File: config.mk
export PLATFORM = sky130hd
export DESIGN_NAME = id_stage
export DESIGN_NICKNAME = d
export VERILOG_FILES = /design/src/rtl/id_stage_pkg.sv /design/src/rtl/id_stage_register_file.sv /design/src/rtl/id_stage.sv
export SDC_FILE = /design/constraint.sdc
export NUM_CORES = 1
export LEC_CHECK = 0
export CAP_MARGIN = 5
export CELL_PAD_IN_SITES_DETAIL_PLACEMENT = 0
export CELL_PAD_IN_SITES_GLOBAL_PLACEMENT = 1
export CORE_MARGIN = 5
export CORE_UTILIZATION = 49
export DETAILED_ROUTE_END_ITERATION = 10
export PLACE_DENSITY_LB_ADDON = 0.1
export SLEW_MARGIN = 5
export SYNTH_ARGS = -nofsm -noshare
export SYNTH_HDL_FRONTEND = slang
export SYNTH_HIERARCHICAL = 1
export SYNTH_SLANG_ARGS = --single-unit
File: constraint.sdc
create_clock -name clk -period 3.05 [get_ports clk]
set_input_delay 0.4575 -clock clk [delete_from_list [all_inputs] [get_ports clk]]
set_output_delay 0.4575 -clock clk [all_outputs]
set_load 0.01 [all_outputs]
File: src/rtl/id_stage_pkg.sv
// rtl/id_stage_pkg.sv - shared encodings, ID/EX record and condition evaluation for the decode stage
package id_stage_pkg;

  localparam int NREGS  = 15;
  localparam int DATA_W = 32;

  localparam logic [31:0] NOP_INSTR = 32'h0000_0000;
  localparam logic [3:0]  PC_REG    = 4'd15;

  typedef enum logic [1:0] {
    MODE_DP  = 2'b00,
    MODE_MEM = 2'b01,
    MODE_BR  = 2'b10,
    MODE_RSV = 2'b11
  } mode_e;

  localparam logic [3:0] OP_AND = 4'b0000;
  localparam logic [3:0] OP_EOR = 4'b0001;
  localparam logic [3:0] OP_SUB = 4'b0010;
  localparam logic [3:0] OP_ADD = 4'b0100;
  localparam logic [3:0] OP_ADC = 4'b0101;
  localparam logic [3:0] OP_SBC = 4'b0110;
  localparam logic [3:0] OP_TST = 4'b1000;
  localparam logic [3:0] OP_CMP = 4'b1010;
  localparam logic [3:0] OP_ORR = 4'b1100;
  localparam logic [3:0] OP_MOV = 4'b1101;
  localparam logic [3:0] OP_MVN = 4'b1111;

  localparam logic [3:0] EXE_NONE = 4'b0000;
  localparam logic [3:0] EXE_MOV  = 4'b0001;
  localparam logic [3:0] EXE_ADD  = 4'b0010;
  localparam logic [3:0] EXE_ADC  = 4'b0011;
  localparam logic [3:0] EXE_SUB  = 4'b0100;
  localparam logic [3:0] EXE_SBC  = 4'b0101;
  localparam logic [3:0] EXE_AND  = 4'b0110;
  localparam logic [3:0] EXE_ORR  = 4'b0111;
  localparam logic [3:0] EXE_EOR  = 4'b1000;
  localparam logic [3:0] EXE_MVN  = 4'b1001;

  typedef enum logic [3:0] {
    COND_EQ = 4'b0000, COND_NE = 4'b0001, COND_CS = 4'b0010, COND_CC = 4'b0011,
    COND_MI = 4'b0100, COND_PL = 4'b0101, COND_VS = 4'b0110, COND_VC = 4'b0111,
    COND_HI = 4'b1000, COND_LS = 4'b1001, COND_GE = 4'b1010, COND_LT = 4'b1011,
    COND_GT = 4'b1100, COND_LE = 4'b1101, COND_AL = 4'b1110, COND_NV = 4'b1111
  } cond_e;

  typedef struct packed {
    logic [DATA_W-1:0] pc;
    logic [DATA_W-1:0] val_rn;
    logic [DATA_W-1:0] val_rm;
    logic              imm;
    logic [11:0]       shift_operand;
    logic [23:0]       signed_imm24;
    logic [3:0]        dest;
    logic [3:0]        exe_cmd;
    logic              mem_r_en;
    logic              mem_w_en;
    logic              wb_en;
    logic              s;
    logic              b;
  } idex_t;

  // sr is {N,Z,C,V}
  function automatic logic cond_pass(input logic [3:0] cond, input logic [3:0] sr);
    logic n, z, c, v;
    {n, z, c, v} = sr;
    case (cond_e'(cond))
      COND_EQ: cond_pass = z;
      COND_NE: cond_pass = !z;
      COND_CS: cond_pass = c;
      COND_CC: cond_pass = !c;
      COND_MI: cond_pass = n;
      COND_PL: cond_pass = !n;
      COND_VS: cond_pass = v;
      COND_VC: cond_pass = !v;
      COND_HI: cond_pass = c && !z;
      COND_LS: cond_pass = !c || z;
      COND_GE: cond_pass = (n == v);
      COND_LT: cond_pass = (n != v);
      COND_GT: cond_pass = !z && (n == v);
      COND_LE: cond_pass = z || (n != v);
      COND_AL: cond_pass = 1'b1;
      default: cond_pass = 1'b0;
    endcase
  endfunction

endpackage

File: src/rtl/id_stage_register_file.sv
// rtl/id_stage_register_file.sv - R0..R14 register file, two read ports, one write port with write-through bypass
module id_stage_register_file
  import id_stage_pkg::*;
(
  input  logic              clk,
  input  logic              rst,
  input  logic [3:0]        rd_addr1,
  input  logic [3:0]        rd_addr2,
  output logic [DATA_W-1:0] rd_data1,
  output logic [DATA_W-1:0] rd_data2,
  input  logic              wr_en,
  input  logic [3:0]        wr_addr,
  input  logic [DATA_W-1:0] wr_data
);

  logic [DATA_W-1:0] regs [NREGS];
  logic              wr_ok;

  assign wr_ok = wr_en && (wr_addr != PC_REG);

  always_ff @(posedge clk) begin
    if (rst) begin
      for (int i = 0; i < NREGS; i++) regs[i] <= '0;
    end else if (wr_ok) begin
      regs[wr_addr] <= wr_data;
    end
  end

  // R15 is the PC and lives outside this file, so it always reads as zero here
  always_comb begin
    rd_data1 = '0;
    rd_data2 = '0;
    if (rd_addr1 != PC_REG) rd_data1 = (wr_ok && wr_addr == rd_addr1) ? wr_data : regs[rd_addr1];
    if (rd_addr2 != PC_REG) rd_data2 = (wr_ok && wr_addr == rd_addr2) ? wr_data : regs[rd_addr2];
  end

endmodule

File: src/rtl/id_stage.sv
// rtl/id_stage.sv - instruction decode, condition check, register read and ID/EX pipeline register
module id_stage
  import id_stage_pkg::*;
(
  input  logic              clk,
  input  logic              rst,
  input  logic              flush,
  input  logic              hazard,
  input  logic              freeze,
  input  logic [DATA_W-1:0] pc_in,
  input  logic [31:0]       instruction_in,
  input  logic [3:0]        sr_in,
  input  logic              wb_en,
  input  logic [3:0]        wb_dest,
  input  logic [DATA_W-1:0] wb_value,
  output logic [DATA_W-1:0] pc_out,
  output logic [DATA_W-1:0] val_rn,
  output logic [DATA_W-1:0] val_rm,
  output logic              imm_out,
  output logic [11:0]       shift_operand,
  output logic [23:0]       signed_imm24,
  output logic [3:0]        dest,
  output logic [3:0]        exe_cmd,
  output logic              mem_r_en,
  output logic              mem_w_en,
  output logic              wb_en_out,
  output logic              s_out,
  output logic              b_out,
  output logic [3:0]        src1,
  output logic [3:0]        src2,
  output logic              two_src
);

  logic [3:0]        cond;
  logic [1:0]        mode;
  logic              i_bit;
  logic [3:0]        opcode;
  logic              s_bit;
  logic [3:0]        rn;
  logic [3:0]        rd;
  logic [3:0]        rm;
  logic              is_str;
  logic [DATA_W-1:0] rf_rn;
  logic [DATA_W-1:0] rf_rm;
  idex_t             dec;
  idex_t             bubble;
  idex_t             idex_q;

  assign cond   = instruction_in[31:28];
  assign mode   = instruction_in[27:26];
  assign i_bit  = instruction_in[25];
  assign opcode = instruction_in[24:21];
  assign s_bit  = instruction_in[20];
  assign rn     = instruction_in[19:16];
  assign rd     = instruction_in[15:12];
  assign rm     = instruction_in[3:0];

  assign is_str  = (mode_e'(mode) == MODE_MEM) && !s_bit;
  assign src1    = rn;
  assign src2    = is_str ? rd : rm;
  assign two_src = !i_bit || is_str;

  id_stage_register_file u_rf (
    .clk      (clk),
    .rst      (rst),
    .rd_addr1 (src1),
    .rd_addr2 (src2),
    .rd_data1 (rf_rn),
    .rd_data2 (rf_rm),
    .wr_en    (wb_en),
    .wr_addr  (wb_dest),
    .wr_data  (wb_value)
  );

  always_comb begin
    dec               = '0;
    dec.pc            = pc_in;
    dec.val_rn        = rf_rn;
    dec.val_rm        = rf_rm;
    dec.imm           = i_bit;
    dec.shift_operand = instruction_in[11:0];
    dec.signed_imm24  = instruction_in[23:0];
    dec.dest          = rd;

    case (mode_e'(mode))
      MODE_DP: begin
        dec.wb_en = 1'b1;
        dec.s     = s_bit;
        case (opcode)
          OP_MOV:  dec.exe_cmd = EXE_MOV;
          OP_MVN:  dec.exe_cmd = EXE_MVN;
          OP_ADD:  dec.exe_cmd = EXE_ADD;
          OP_ADC:  dec.exe_cmd = EXE_ADC;
          OP_SUB:  dec.exe_cmd = EXE_SUB;
          OP_SBC:  dec.exe_cmd = EXE_SBC;
          OP_AND:  dec.exe_cmd = EXE_AND;
          OP_ORR:  dec.exe_cmd = EXE_ORR;
          OP_EOR:  dec.exe_cmd = EXE_EOR;
          OP_CMP: begin
            dec.exe_cmd = EXE_SUB;
            dec.wb_en   = 1'b0;
          end
          OP_TST: begin
            dec.exe_cmd = EXE_AND;
            dec.wb_en   = 1'b0;
          end
          default: dec.exe_cmd = EXE_NONE;
        endcase
      end
      MODE_MEM: begin
        dec.exe_cmd  = EXE_ADD;
        dec.mem_r_en = s_bit;
        dec.wb_en    = s_bit;
        dec.mem_w_en = !s_bit;
      end
      MODE_BR: dec.b = 1'b1;
      default: ;
    endcase

    // a failed condition squashes side effects but keeps the ALU command and data
    if (!cond_pass(cond, sr_in)) begin
      dec.mem_r_en = 1'b0;
      dec.mem_w_en = 1'b0;
      dec.wb_en    = 1'b0;
      dec.s        = 1'b0;
      dec.b        = 1'b0;
    end

    bubble          = dec;
    bubble.exe_cmd  = EXE_NONE;
    bubble.mem_r_en = 1'b0;
    bubble.mem_w_en = 1'b0;
    bubble.wb_en    = 1'b0;
    bubble.s        = 1'b0;
    bubble.b        = 1'b0;
  end

  always_ff @(posedge clk) begin
    if (rst)          idex_q <= '0;
    else if (flush)   idex_q <= bubble;
    else if (!freeze) idex_q <= hazard ? bubble : dec;
  end

  assign pc_out        = idex_q.pc;
  assign val_rn        = idex_q.val_rn;
  assign val_rm        = idex_q.val_rm;
  assign imm_out       = idex_q.imm;
  assign shift_operand = idex_q.shift_operand;
  assign signed_imm24  = idex_q.signed_imm24;
  assign dest          = idex_q.dest;
  assign exe_cmd       = idex_q.exe_cmd;
  assign mem_r_en      = idex_q.mem_r_en;
  assign mem_w_en      = idex_q.mem_w_en;
  assign wb_en_out     = idex_q.wb_en;
  assign s_out         = idex_q.s;
  assign b_out         = idex_q.b;

endmodule

==> flow_summary.toml, run 1 <==
[grt]
grt_max_degree = 76
grt_pass1_wl_mm = 155
antenna_found_initial = 6
gr-total-overflow = 0
grt_pass1_vias = 22939
grt_use_total_pct = 28.4

[cts]
cts_root_buffer = "clkbuf_16"
clkSlewWorstSetupHoldPaths_ns = 0.06
worstSkewPairLatency_ns = 0.61
cts_sinks = 642
tritoncts = "yes"
htree_num_levels = 3
ctsLongestPathBuffers = 3
postCtsHoldBufs = 0
cts_made_buffers = 72

[detailed_routing]
vias = 22231
highest_layer = "met4"
drt-wirelength-per-cell_microns = 28.7
drc_errors = 0
met2_wirelength_mm = 52.3
drt_wl_total_mm = 105
drt-met1-wl_mm = 41.5
dr.pass1.iters = 5
drt_iter0_markers = 2406
via_per_inst = 6.08
ant_nets = 0
wl_met3_mm = 8.61

[sta]
maxSlewHeadroom_pct = 54.9
worst_pin_slew_ns = 0.677
max_freq_mhz = 336
finalCritPeriodShare_pct = 97.6
fin_crit_ns = 2.98
fin_ws_ns = 0.0726
rsz0062_at_grt = "false"
drv_slew = 0
finalSetupViolations = 0
hold_violations = 0
skew_ns = 0.0110

[logic_synthesis]
ys.flop_type = "edfxtp_1"
synth-seq-area-share_pct = 54.4
synth.ff_latch_count = 642
yosysUniqueCellTypes = 52
syn_area_per_cell_sq_um = 13.5
syn-cell-area_sq_um = 33000
synth-warning-count = 6
postSynthCellCount = 2451
synth-edff-count = 512
async_flop_share_pct = 0

[worst_hold_path]
hp-class = "in2reg"
hold_end = "val_rm[14]"
holdPathStages = 2
hold_start = "rst"

[placed_design]
pre_cts_slack_ns = -0.362
port-buffer-count = 264
dp_hpwl_mm = 63.7
placed_cell_area_sq_um = 37400
dp.cells = 3514
gp_congestion = 0.798

[floorplan]
fp.dieW_microns = 270
start_util_pct = 49.3
dieArea_sq_um = 72700
fp.coreArea_sq_um = 67000
die_y_microns = 270
pin_count = 265
std_cell_rows = 95

[worst_setup_path]
path_cells = "clkdlybuf4s50_1, nor3b_2, buf_4, mux2_2, buf_4, clkdlybuf4s50_1"
reg2reg_slack_ns = 1.14
slowest_delay_ns = 0.56
criticalPathCategory = "in2out"
cp.arrival_ns = 2.52
reg2reg_from = "u_rf/regs[4][28]"
reg2regPathDepth = 6
cp_data_required_time_ns = 2.59
r2r_end = "val_rn[28]"
cp_max_fo = 5
crit_slowest_cell = "clkdlybuf4s50_1"
crit_path_start = "instruction_in[26]"
cp-start-kind = "input port"
cp-end-kind = "output port"

[power_and_ir_drop]
p_switching_mw = 5.44
swShare_pct = 24.6
cell_internal_pwr_mw = 16.7
p_per_area_nw_per_um2 = 557
ir_worst_vdd_mv = 0.429
p_clk_share_pct = 38.5
power_frac_comb_pct = 15.0
total_power_mw = 22.2
pwr-share-seq_pct = 46.5
p_leak_nw = 14.4

[final_layout]
drive_gt1_share_pct = 19.8
nets = 2831
area_growth_pct = 20.4
stdcell_count = 3658
final_area_sq_um = 39800
fill_cells = 5308
final_util_pct = 59.3

[job]
cap_violations = 0

[status]
status = "finished, final reports clean"
-- critical path: cells and delay by family --
family                 cells  cell delay [ns]
multiplexers               1             0.40
buffers and inverters      4             1.43
AND/OR/NAND/NOR            1             0.22
-- layout make-up --
| class | instances | area, sq um | area share [%] |
|---|---|---|---|
| Antenna cell | 6 | 15.0 | 0.0378 |
| Multi-Input combinational cell | 1584 | 13900 | 35.0 |
| Clock inverter | 27 | 210 | 0.529 |
| Tap cell | 873 | 1090 | 2.75 |
| Timing Repair Buffer | 421 | 4450 | 11.2 |
| Sequential cell | 642 | 18000 | 45.2 |
| Clock buffer | 105 | 2100 | 5.28 |
-- registers in the layout (all words and copies together) (netlist names), 4 cells and up --
signal and flops:
signed_imm24 13, shift_operand 11, u_rf/regs 512, val_rm 32
val_rn 32, pc_out 32, exe_cmd 4
-- power by group through the flow --
stage	Combinational, mW	Clock (mW)	Sequential (mW)
4_1_cts	3.32	8.68	10.3
5_1_grt	3.52	9.04	10.4
3_5_place_dp	3.30	0	10.5
6_report	3.32	8.53	10.3
3_3_place_gp	3.28	0	10.4
2_1_floorplan	1.91	0	10.4
-- logic make-up (layout without fill, tap and decap cells) --
logic type	after synthesis	after routing	share of synthesized area, %
and+or+nand+nor	932	932	15.2
DFF	642	642	54.4
muxes	331	331	19.9
AOI/OAI and AO/OA	278	278	6.04
buffers and inverters	256	553	4.17
xor gates and xnor gates	11	11	0.292
other	1	38	0.0113
-- cell usage after synthesis, types with 2 or more instances --
master / count / area share, %
nor3_2: 3 / 0.091
clkbuf_1: 131 / 1.5
buf_6: 13 / 0.44
xnor2_1: 10 / 0.27
a221oi_1: 2 / 0.053
a22oi_1: 2 / 0.045
nor2b_1: 67 / 1.3
o31a_1: 3 / 0.080
mux4_1: 13 / 1.0
or2_2: 16 / 0.30
nand4_1: 2 / 0.038
a32oi_1: 2 / 0.053
edfxtp_1: 512 / 47
a21oi_1: 132 / 2.0
buf_2: 67 / 1.0
nand2_1: 319 / 3.6
dfxtp_1: 130 / 7.9
a22o_1: 2 / 0.053
buf_4: 31 / 0.70
and2_1: 480 / 9.1
dlygate4sd1_1: 3 / 0.080
nand2b_1: 7 / 0.13
mux2_2: 5 / 0.17
o21ai_0: 3 / 0.045
buf_12: 6 / 0.36
buf_1: 3 / 0.034
a32o_1: 62 / 1.9
mux2i_1: 69 / 2.1
nor3_1: 11 / 0.17
nand3b_1: 2 / 0.045
nor2_1: 16 / 0.18
a211oi_1: 4 / 0.091
a211o_1: 62 / 1.6
mux4_2: 243 / 17
-- worst max-delay path by stage --
| stage | cells past startpoint | to | slack, ns |
|---|---|---|---|
| 4_1_cts | 6 | src2[1] | 0.006 |
| 5_1_grt | 6 | src2[3] | 0.008 |
| 3_5_place_dp | 11 | val_rm[7] | -0.36 |
| 6_report | 6 | src2[3] | 0.07 |
| 3_3_place_gp | 11 | val_rm[29] | -0.40 |
| 2_1_floorplan | 12 | val_rm[14] | 0.27 |
-- layout by cell type, fill, tap and decap left out, types with 32 or more instances in the layout --
cell type	netlist	final
a211o_1	62	62
a21oi_1	132	132
a32o_1	62	62
and2_1	480	480
buf_12	6	51
buf_4	31	107
clkbuf_16	0	76
clkdlybuf4s50_1	0	258
conb_1	1	32
dfxtp_1	130	130
edfxtp_1	512	512
mux2i_1	69	69
mux4_2	243	243
nand2_1	319	319
nor2b_1	67	67
-- through the flow --
step | hold slack [ns] | TNS, ns
6_report | 0.254 | 0
5_1_grt | 0.237 | 0
4_1_cts | 0.223 | 0
3_5_place_dp | 0.442 | -10.30
3_3_place_gp | 0.438 | -10.69
2_1_floorplan | 0.476 | 0
-- timing repair --
| action | CTS | global route |
|---|---|---|
| buffers inserted | 0 | 6 |
| resized for setup | 1 | 0 |
| endpoints found under the hold margin | 0 | 0 |
| setup endpoints to repair | 1 | 2 |
| pin swaps | 0 | 0 |
-- layer usage --
layer	vias to the layer above	GRT usage (%)
li1	9620	-
met1	11438	38.0
met2	1015	48.6
met3	158	5.20
met4	0	7.28
met5	-	0
Power figures use the tool's default switching activity.
==> run 2, diff against run 1 <==
- CELL_PAD_IN_SITES_DETAIL_PLACEMENT: 0 -> not set
- CELL_PAD_IN_SITES_GLOBAL_PLACEMENT: 1 -> not set
- CORE_UTILIZATION: 49 -> 35
- PLACE_DENSITY_LB_ADDON: 0.1 -> not set
==> run 2 against run 1 <==
Effect of this change:
- via count is 0.80% higher
- flip-flop and latch count stayed put
- fmax hardly changed
- non-clock buffer count grew 5
- combinational power barely moved
- critical path depth is the same
- first-iteration DRC count down 5.1%
- sequential power about the same
- power down 0.88%
- final cell count is 10% higher
- clock-buffer cell count is 7 lower
==> flow_summary.toml, run 2 (same netlist as run 1, synthesis figures left out) <==
[cts]
cts_sinks = 642
cts_made_buffers = 69
ctsLongestPathBuffers = 3
worstSkewPairLatency_ns = 0.60
htree_num_levels = 3
cts_root_buffer = "clkbuf_16"
clkSlewWorstSetupHoldPaths_ns = 0.06
tritoncts = "yes"

[detailed_routing]
ant_nets = 0
via_per_inst = 5.56
drt-wirelength-per-cell_microns = 26.6
drt_iter0_markers = 2283
dr.pass1.iters = 6
drt_wl_total_mm = 107
vias = 22409
drc_errors = 0

[final_layout]
largest-register = "u_rf/regs"
layout_commonest_cell = "edfxtp_1"
layout_common_cells = "edfxtp_1, and2_1, nand2_1"
final_util_pct = 43.0
final_area_sq_um = 40200
nets = 2833
drive_gt1_share_pct = 20.0
largest_reg_flops = 512
stdcell_count = 4033
area_growth_pct = 21.6

[worst_setup_path]
reg2regPathDepth = 6
cp.buffers_inverters = 4
reg2reg_slack_ns = 1.11
cp_data_required_time_ns = 2.59
reg2reg_from = "u_rf/regs[5][13]"
slowest_delay_ns = 0.53
cp-start-kind = "input port"
crit_top_cell = "clkdlybuf4s50_1"
crit_slowest_cell = "clkdlybuf4s50_1"
r2r_end = "val_rn[13]"
criticalPathCategory = "in2out"
cp.arrival_ns = 2.52
cp_max_fo = 29
cp-end-kind = "output port"
cp_top_family = "buffers and inverters"
path_cells = "clkdlybuf4s50_1, nor3b_2, buf_4, mux2_8, buf_12, clkdlybuf4s50_1"
cp_num_cells = 6

[grt]
gr-total-overflow = 0
grt_use_total_pct = 20.8
grt_pass1_vias = 23028
antenna_found_initial = 7
grt_pass1_wl_mm = 155
grt_max_degree = 72

[sta]
maxSlewHeadroom_pct = 31.1
holdWs_ns = 0.397
fin_ws_ns = 0.0754
hold_violations = 0
fin_crit_ns = 2.97
max_freq_mhz = 336
skew_ns = 0.0132
finalSetupViolations = 0
drv_slew = 0
worst_pin_slew_ns = 1.03
finalCritPeriodShare_pct = 97.5
rsz0062_at_grt = "false"

[job]
cap_violations = 0

[power_and_ir_drop]
p_leak_nw = 14.3
p_per_area_nw_per_um2 = 547
ir_worst_vdd_mv = 0.323

[placed_design]
placed_cell_area_sq_um = 38000
dp.cells = 3904
gp_congestion = 0.817
pre_cts_slack_ns = -0.364
port-buffer-count = 264
dp_hpwl_mm = 67.0

[floorplan]
fp.coreArea_sq_um = 93500
std_cell_rows = 112
die_y_microns = 317
fp.dieW_microns = 317
pin_count = 265
start_util_pct = 35.4
dieArea_sq_um = 101000

[status]
status = "finished, final reports clean"

[worst_hold_path]
holdPathStages = 4
hold_end = "signed_imm24[17]"
hp-class = "in2reg"
hold_start = "instruction_in[17]"
run 2: cell count changes in the layout (fill, tap and decap cells not counted), sizes merged:
| cell | previous run | this run |
|---|---|---|
| buf | 162 | 167 |
| inv | 1 | 4 |
| bufinv | 3 | 4 |
| clkbuf | 105 | 98 |
| diode | 6 | 1 |
| clkinv | 23 | 19 |
| clkinvlp | 0 | 1 |
run 2: worst max path at each step:
stage | from | to | slack (ns)
finish | instruction_in[26] | src2[2] | 0.08
global route | instruction_in[26] | src2[2] | 0.03
CTS | instruction_in[26] | src2[1] | 0.04
detailed placement | instruction_in[26] | val_rm[3] | -0.36
global placement | instruction_in[26] | val_rm[26] | -0.33
floorplan | instruction_in[20] | val_rm[14] | 0.27
run 2: metal layers:
layer	global-route usage [%]	vias up	routed length (microns)
li1	-	9634	-
met1	26.5	11483	41500
met2	35.8	1103	53400
met3	4.13	183	9090
met4	6.75	6	3220
met5	0	-	41
run 2: layout make-up:
cell class	count	area [sq um]
Antenna cell	1	2.50
Clock buffer	98	1950
Clock inverter	28	263
Fill cell	8415	53300
Multi-Input combinational cell	1584	13900
Sequential cell	642	18000
Tap cell	1254	1570
Timing Repair Buffer	426	4500
run 2: per-stage QoR:
step,TNS [ns],power (mW)
2_1_floorplan,0,12.3
3_3_place_gp,-9.54,13.8
3_5_place_dp,-10.40,13.8
4_1_cts,0,22.1
5_1_grt,0,22.8
6_report,0,22.0
run 2: repair_timing:
| action | in CTS | in global routing |
|---|---|---|
| pin swaps | 0 | 0 |
| gates resized for setup | 1 | 0 |
| gates cloned | 0 | 0 |
| setup buffers | 0 | 2 |
| endpoints found under the setup margin | 1 | 1 |
| hold buffers | 0 | 0 |
run 2: tightest hold or removal path: cells and delay by family:
family,cells,cell delay [ns]
simple gates,1,0.05
compound gates,1,0.06
buf+inv,2,0.38
run 2: where the power goes:
| part | switching (mW) | total, mW | internal (mW) |
|---|---|---|---|
| Combinational | 1.65 | 3.34 | 1.69 |
| Sequential | 0.320 | 10.3 | 10.0 |
| Clock | 3.50 | 8.30 | 4.80 |
